$ cat src/rtl/crc8_serial_engine.sv
`default_nettype none
// ============================================================================
//  Module      : crc8_serial_engine
//  Description : Bit-serial CRC engine. Accumulates an MSB-first XOR-feedback
//                LFSR over a framed bit stream and presents the final CRC and
//                a saturating frame length on a valid/ready output.
//  Revision    : 1.0 - initial release
// ============================================================================
module crc8_serial_engine #(
    parameter int               WIDTH = 8,
    parameter logic [WIDTH-1:0] POLY  = 8'h07,
    parameter logic [WIDTH-1:0] INIT  = 8'h00,
    parameter int               LEN_W = 16
) (
    input  logic             clk,
    input  logic             rst_n,
    input  logic             in_valid,
    output logic             in_ready,
    input  logic             in_bit,
    input  logic             in_last,
    output logic             out_valid,
    input  logic             out_ready,
    output logic [WIDTH-1:0] out_crc,
    output logic [LEN_W-1:0] out_len
);

    typedef enum logic [1:0] {
        ST_IDLE  = 2'd0,
        ST_SHIFT = 2'd1,
        ST_HOLD  = 2'd2
    } state_t;

    localparam logic [LEN_W-1:0] LEN_MAX = '1;
    localparam logic [LEN_W-1:0] LEN_ONE = {{(LEN_W-1){1'b0}}, 1'b1};

    state_t           state_q, state_d;
    logic [WIDTH-1:0] crc_q,   crc_d;
    logic [LEN_W-1:0] len_q,   len_d;

    logic             accept;
    logic             fb;
    logic [WIDTH-1:0] crc_next;
    logic [LEN_W-1:0] len_next;

    // Handshake flags decoded from state only, so no input reaches them combinationally
    always_comb begin
        in_ready  = 1'b1;
        out_valid = 1'b0;
        if (state_q == ST_HOLD) begin
            in_ready  = 1'b0;
            out_valid = 1'b1;
        end
    end

    // One LFSR step and saturating length increment for the bit on the input
    always_comb begin
        accept   = in_valid && in_ready;
        fb       = crc_q[WIDTH-1] ^ in_bit;
        crc_next = {crc_q[WIDTH-2:0], 1'b0} ^ (fb ? POLY : {WIDTH{1'b0}});
        len_next = (len_q == LEN_MAX) ? len_q : (len_q + LEN_ONE);
    end

    // Next-state logic: shift while accepting, freeze in HOLD, reload on handshake
    always_comb begin
        state_d = state_q;
        crc_d   = crc_q;
        len_d   = len_q;
        case (state_q)
            ST_IDLE, ST_SHIFT: begin
                if (accept) begin
                    crc_d   = crc_next;
                    len_d   = len_next;
                    state_d = in_last ? ST_HOLD : ST_SHIFT;
                end
            end
            ST_HOLD: begin
                if (out_ready) begin
                    crc_d   = INIT;
                    len_d   = '0;
                    state_d = ST_IDLE;
                end
            end
            default: begin
                crc_d   = INIT;
                len_d   = '0;
                state_d = ST_IDLE;
            end
        endcase
    end

    // State registers; reset aborts any frame in flight
    always_ff @(posedge clk or negedge rst_n) begin
        if (!rst_n) begin
            state_q <= ST_IDLE;
            crc_q   <= INIT;
            len_q   <= '0;
        end else begin
            state_q <= state_d;
            crc_q   <= crc_d;
            len_q   <= len_d;
        end
    end

    // Live register values are presented; they are only meaningful in HOLD
    always_comb begin
        out_crc = crc_q;
        out_len = len_q;
    end

endmodule
`default_nettype wire

$ cat config.mk
export PLATFORM = sky130hd
export DESIGN_NAME = crc8_serial_engine
export DESIGN_NICKNAME = d
export VERILOG_FILES = /design/src/rtl/crc8_serial_engine.sv
export SDC_FILE = /design/constraint.sdc
export NUM_CORES = 1
export LEC_CHECK = 0
export CORE_ASPECT_RATIO = 1.4
export CORE_MARGIN = 8
export CORE_UTILIZATION = 45
export CTS_CLUSTER_SIZE = 28
export DETAILED_ROUTE_END_ITERATION = 12
export PLACE_DENSITY = 0.73
export REMOVE_ABC_BUFFERS = 1
export SYNTH_ARGS = -nofsm -noshare
export SYNTH_HDL_FRONTEND = slang
export SYNTH_SLANG_ARGS = --single-unit
$ cat constraint.sdc
create_clock -name clk -period 1.8 [get_ports clk]
set_clock_uncertainty 0.2 [all_clocks]
set_input_delay 0.45 -clock clk [delete_from_list [all_inputs] [get_ports clk]]
set_output_delay 0.45 -clock clk [all_outputs]
set_load 0.005 [all_outputs]
==> flow_metrics.py, run 1 <==
metrics = {
    "run_status": {
        "status": "finished with violations",
        "violations": "negative setup slack",
    },
    "clock_tree": {
        "path_clk_slew_ns": 0.09,
        "cts_made_buffers": 3,
        "clock-sinks": 26,
        "clk_latency_ns": 0.27,
        "cts_buffer_depth": 2,
        "cts_max_level": 1,
        "cts_tree": "done",
        "clockRootBuffer": "clkbuf_8",
        "hold_buffers": 0,
    },
    "logic_synthesis": {
        "yosysSeqAreaShare_pct": 45.9,
        "synth.avg_cell_area_um2": 9.98,
        "synth_cell_types": 41,
        "synth_top_cell_by_area": "dfrtp_1",
        "synth_mux_area_share_pct": 3.71,
        "synthAdderAreaFrac_pct": 0.883,
        "synth_compound_area_share_pct": 22.3,
        "netlist_area_um2": 1420,
        "yosys_register_bits": 26,
        "synthSimpleGateAreaFrac_pct": 21.2,
        "synth.yosys.warnings": 0,
        "synth_top_area_share_pct": 45.9,
        "synth_top_family_by_area": "compound AO/OA/AOI/OAI gates",
        "synth.area.top_cells": "dfrtp_1 (46%), a22o_1 (4.3%), nand2_1 (3.4%)",
        "synthCells": 142,
        "synth_xor_area_share_pct": 1.85,
    },
    "final_layout": {
        "layout-drive-gt1-share_pct": 40.3,
        "fin_nets": 240,
        "syn2layout_area_growth_pct": 67.5,
        "stdcell_count": 270,
        "fill_cells": 212,
        "num_antenna_cells": 0,
    },
    "detailed_routing": {
        "drt_iter0_drc": 72,
        "routed_wl_um": 4840,
        "ant_nets": 0,
        "routed_via_density": 5.93,
        "drc": 0,
        "via_count": 1601,
        "first_pass_iters": 4,
        "wl_per_cell_um": 17.9,
    },
    "sta": {
        "fmax_mhz": 536,
        "setup_viol": 6,
        "period_share_pct": 104,
        "worst_slew_pin_slew_ns": 0.335,
        "setup_ws_ns": -0.0652,
        "slew_headroom_pct": 77.6,
        "hold_viol": 0,
        "final-max-slew-violation-count": 0,
        "fin_tns_setup_ns": -0.196,
        "min_period_ns": 1.87,
        "rsz0062_at_grt": "true",
    },
    "setup_path": {
        "worst_r2r_endpoint": "out_len[6]$_DFFE_PN0P_",
        "r2r_start": "out_len[1]$_DFFE_PN0P_",
        "cp_data_arrival_time_ns": 1.88,
        "worstSetupPathType": "reg2reg",
        "reg2reg_depth": 7,
        "r2r_slack_ns": -0.07,
        "crit_path_start_kind": "register",
        "worstPathRequired_ns": 1.81,
        "end_kind": "register",
        "worstPathMaxFanout": 7,
    },
    "global_routing": {
        "grt_pass1_vias": 1590,
        "antenna_found_initial": 0,
        "track_usage_pct": 17.3,
        "grt_max_degree": 27,
        "grt_overflow": 0,
        "grt_pass1_wl_um": 7250,
    },
    "power": {
        "irDropWorstVdd_mv": 0.766,
        "leakage_nw": 1.26,
        "power_density_nw_per_um2": 1060,
    },
    "die": {
        "die_x_um": 63.4,
        "die_area_um2": 5230,
        "io_pins": 32,
        "start_util_pct": 46.3,
        "core_area_um2": 3060,
        "row_count": 24,
        "die_h_um": 82.4,
    },
    "placed_design": {
        "hpwl_um": 2990,
        "dp_cells": 233,
        "gp_congestion": 0.795,
        "port_buffers": 31,
    },
    "worst_hold_path": {
        "holdCritPathClass": "in2async",
    },
    "run": {
        "cap_viol_max_count": 0,
    },
}
-- worst max-delay path, stage by stage, from the launching register on --
cell and delay, ns:
dfrtp_1 0.40, ha_4 0.17, nand3_4 0.07, nor4_4 0.34, buf_6 0.19, a21o_4 0.17, buf_6 0.11, o22a_2 0.14
-- state kept, by name, summed over array words and instances, names as in the netlist --
register	flops
out_len	16
out_crc	8
state_q	2
-- final cells by class --
cell class              count  area [um^2]  share of cell area (%)
multi-input cells         105          823                    34.7
inverters                   5         18.8                   0.790
flip-flops and latches     26          652                    27.4
clock buffers               3         41.3                    1.74
well taps                  39         48.8                    2.05
repair buffers             92          791                    33.3
-- per-stage QoR --
step | total power [mW] | setup slack [ns] | hold slack (ns) | cell area [um^2] | utilization, %
2_1_floorplan | 1.27 | -0.129 | -0.0456 | 1380 | -
3_3_place_gp | 1.86 | -0.213 | 0.282 | 1950 | 63.6
3_5_place_dp | 1.90 | -0.280 | 0.297 | 1950 | 63.6
4_1_cts | 2.42 | -0.0252 | 0.364 | 2210 | 72.2
5_1_grt | 2.65 | -0.115 | 0.375 | 2370 | 77.5
6_report | 2.51 | -0.0652 | 0.354 | 2370 | 77.5
-- layer usage --
layer  vias to the layer above  wire length [um]  share of wire, %  track usage, %
met1                       775              1710                35            16.5
met5                         -                 0                 0               0
met3                        24               344               7.1            4.05
li1                        715                 -                 -               -
met4                         0               224               4.6            8.72
met2                        87              2560                53            33.9
-- timing repair --
| action | 4_1_cts | 5_1_grt |
|---|---|---|
| setup buffers | 29 | 6 |
| hold endpoints to repair | 0 | 0 |
| endpoints found under the setup margin | 36 | 25 |
| pin swaps | 2 | 6 |
| resized for setup | 20 | 31 |
| gates cloned | 1 | 0 |
-- how the worst max path moves through the flow --
stage | start | to | cells after the start
after floorplan | out_len[0]$_DFFE_PN0P_ | out_len[0]$_DFFE_PN0P_ | 5
after CTS | out_len[0]$_DFFE_PN0P_ | out_len[14]$_DFFE_PN0P_ | 6
after global placement | in_valid | out_len[14]$_DFFE_PN0P_ | 4
final | out_len[1]$_DFFE_PN0P_ | out_len[6]$_DFFE_PN0P_ | 7
after detailed placement | in_valid | out_len[14]$_DFFE_PN0P_ | 4
after global routing | out_len[1]$_DFFE_PN0P_ | out_len[12]$_DFFE_PN0P_ | 7
-- cells in the mapped netlist (all sizes together) --
cell      n
nor2      8
nand3b    1
o2bb2ai   3
nand4     2
a22o      7
a31oi     1
nor4      3
and2      1
dfrtp    26
and3      6
ha        1
o22a      2
nor2b     3
mux2i     3
nand2    13
o21ai     8
xor2      1
a211oi    2
o311ai    1
mux2      2
nand3     9
nor3      4
nand2b    3
nor3b     1
clkbuf    4
a211o     4
xnor2     2
buf       3
o22ai     2
a311oi    2
a221o     1
a21o      2
a21oi     4
a41oi     2
inv       5
-- power by group --
part           switching (mW)  leakage, nW  total [mW]  internal, mW
Sequential             0.0925        0.333       0.820         0.727
Combinational           0.613        0.904        1.36         0.747
Clock                   0.181       0.0216       0.331         0.150
-- cell usage in the layout (no fill, tap or decap), drive strengths merged, types with 3 or more instances in the layout --
cell	n
o2bb2ai	3
buf	61
a21o	3
dlymetal6s2s	10
clkdlybuf4s50	7
inv	5
nor2b	3
a22o	7
nand2b	3
a21oi	4
nor4	3
and3	6
dlygate4sd2	13
nand2	13
clkbuf	4
nor3	4
nor2	8
nand3	9
a211o	4
dfrtp	26
mux2i	3
o21ai	8
-- logic make-up (layout without fill, tap and decap cells) --
group	Yosys count	count (layout)
and+or+nand+nor	54	54
AOI/OAI and AO/OA	41	42
DFF	26	26
buffers and inverters	12	100
muxes	5	5
xor gates and xnor gates	3	3
adders and majority gates	1	1
(Power assumes the default switching activity.)
==> inputs of run 2 (changes only) <==
Settings changed: CORE_MARGIN 8 to default, CTS_CLUSTER_SIZE 28 to 30.
==> run 2 against run 1 <==
The flow still finishes with violations (negative setup slack). Flip-flop and latch count unchanged. Die area decreased by 35%. Core utilization increased by 3.7 points. Via count increased by 0.25%. Wire length increased by 0.21%. Setup slack got worse by 0.050 ns. Combinational power about the same. Sequential power decreased by 0.5%. Largest cell class unchanged.
==> flow_metrics.py, run 2 (synthesis results as in run 1) <==
metrics = {
    "run_status": {
        "status": "finished with violations",
        "violations": "negative setup slack",
    },
    "die": {
        "die_area_um2": 3380,
        "io_pins": 32,
        "die_x_um": 49.4,
        "row_count": 23,
        "core_area_um2": 2940,
        "start_util_pct": 48.3,
        "die_h_um": 68.4,
    },
    "power": {
        "p_clk_share_pct": 18.7,
        "p_sw_share_pct": 33.2,
        "leakage_nw": 1.27,
        "power_density_nw_per_um2": 1110,
        "p_int_mw": 1.76,
        "p_switching_uw": 876,
        "pwr-share-comb_pct": 50.4,
        "p_seq_share_pct": 30.9,
        "irDropWorstVdd_mv": 0.964,
        "finalPower_mw": 2.64,
    },
    "final_layout": {
        "largest_reg_flops": 16,
        "layout-drive-gt1-share_pct": 39.5,
        "syn2layout_area_growth_pct": 68.1,
        "final_area_um2": 2380,
        "final_common_cell": "buf_4",
        "final_cell_mix": "buf_4 (52), dfrtp_1 (25), nand2_1 (13), dlygate4sd2_1 (13), dlymetal6s2s_1 (11)",
        "fin_nets": 236,
        "num_antenna_cells": 0,
        "fin_util_pct": 81.2,
    },
    "sta": {
        "hold_viol": 0,
        "setup_ws_ns": -0.115,
        "period_share_pct": 106,
        "min_period_ns": 1.91,
        "setup_viol": 9,
        "fmax_mhz": 522,
        "slew_headroom_pct": 76.1,
        "rsz0062_at_grt": "true",
        "worst_slew_pin_slew_ns": 0.357,
        "final-max-slew-violation-count": 0,
    },
    "placed_design": {
        "gp_congestion": 0.877,
        "port_buffers": 31,
        "hpwl_um": 2820,
        "dpl_cell_area_um2": 1950,
    },
    "detailed_routing": {
        "drt_iter0_drc": 96,
        "drc": 0,
        "ant_nets": 0,
        "routed_via_density": 6.06,
        "first_pass_iters": 4,
        "routed_wl_um": 4850,
        "via_count": 1605,
        "wl_per_cell_um": 18.3,
    },
    "global_routing": {
        "grt_overflow": 0,
        "antenna_found_initial": 0,
        "grt_pass1_wl_um": 7090,
        "track_usage_pct": 28.9,
        "grt_max_degree": 27,
        "grt_pass1_vias": 1573,
    },
    "clock_tree": {
        "clockRootBuffer": "clkbuf_8",
        "cts_made_buffers": 3,
        "hold_buffers": 0,
        "clock-sinks": 26,
        "cts_max_level": 1,
        "cts_buffer_depth": 2,
        "cts_tree": "done",
        "clk_latency_ns": 0.28,
        "path_clk_slew_ns": 0.09,
    },
    "worst_hold_path": {
        "holdCritPathClass": "in2async",
    },
    "setup_path": {
        "end_kind": "register",
        "crit_path_start_kind": "primary input",
        "worstPathRequired_ns": 1.77,
        "worstSetupPathType": "in2reg",
        "worstPathMaxFanout": 6,
        "cp_data_arrival_time_ns": 1.88,
    },
    "run": {
        "cap_viol_max_count": 0,
    },
}
## run 2: cell count changes in the layout (fill, tap and decap cells not counted), sizes merged
cell / previous run / this run
dlymetal6s2s: 10 / 11
clkdlybuf4s50: 7 / 6
bufinv: 0 / 1
buf: 61 / 57
## run 2: through the flow
step | instances | hold WS [ns] | setup TNS [ns] | setup WS [ns]
after floorplan | 135 | -0.0456 | -0.889 | -0.129
after global placement | 232 | 0.261 | -2.55 | -0.215
after detailed placement | 232 | 0.270 | -3.76 | -0.275
after CTS | 262 | 0.349 | -0.323 | -0.0597
after global routing | 265 | 0.356 | -1.26 | -0.189
final | 265 | 0.345 | -0.516 | -0.115
## run 2: final cells by class
type                    instances  area, um^2
inverters                       5        18.8
fillers                       186         552
clock inverters                 1        30.0
multi-input cells             105         832
repair buffers                 88         763
clock buffers                   3        41.3
well taps                      37        46.3
flip-flops and latches         26         652
## run 2: path summary, 6_finish.rpt
kind | startpoint | endpoint | cells after the start | slack (ns)
max | in_valid | out_len[14]$_DFFE_PN0P_ | 4 | -0.11
min in group clk | state_q[0]$_DFFE_PN0P_ | state_q[0]$_DFFE_PN0P_ | 2 | 0.37
max reg2reg | out_len[1]$_DFFE_PN0P_ | out_len[14]$_DFFE_PN0P_ | 7 | -0.09
min | rst_n | out_crc[5]$_DFFE_PN0P_ | 2 | 0.34
max in group asynchronous | rst_n | out_len[11]$_DFFE_PN0P_ | 2 | 0.78
min reg2reg | state_q[0]$_DFFE_PN0P_ | state_q[0]$_DFFE_PN0P_ | 2 | 0.37
## run 2: worst max-delay path, stage by stage
cell	delay [ns]
clkdlybuf4s50_1	0.68
o22ai_4	0.15
a21o_4	0.24
a221o_1	0.36
## run 2: power groups by stage
stage          logic [mW]  clock network, mW  registers, mW
6_report             1.33              0.494          0.816
4_1_cts              1.26              0.495          0.811
2_1_floorplan       0.335                  0          0.937
3_5_place_dp         1.02                  0          0.866
5_1_grt              1.42              0.526          0.829
3_3_place_gp        0.995                  0          0.857
## run 2: metal layers
layer / share of wire, % / global-route usage (%)
met1: 35 / 28.8
met2: 54 / 55.1
met3: 5.0 / 2.44
met4: 5.1 / 23.2
met5: 0 / 0
## run 2: repair_timing
item | CTS | global route
hold endpoints to repair | 0 | 0
gates cloned | 1 | 0
setup buffers | 25 | 3
pin swaps | 4 | 9
resized for setup | 32 | 24
setup endpoints to repair | 38 | 31
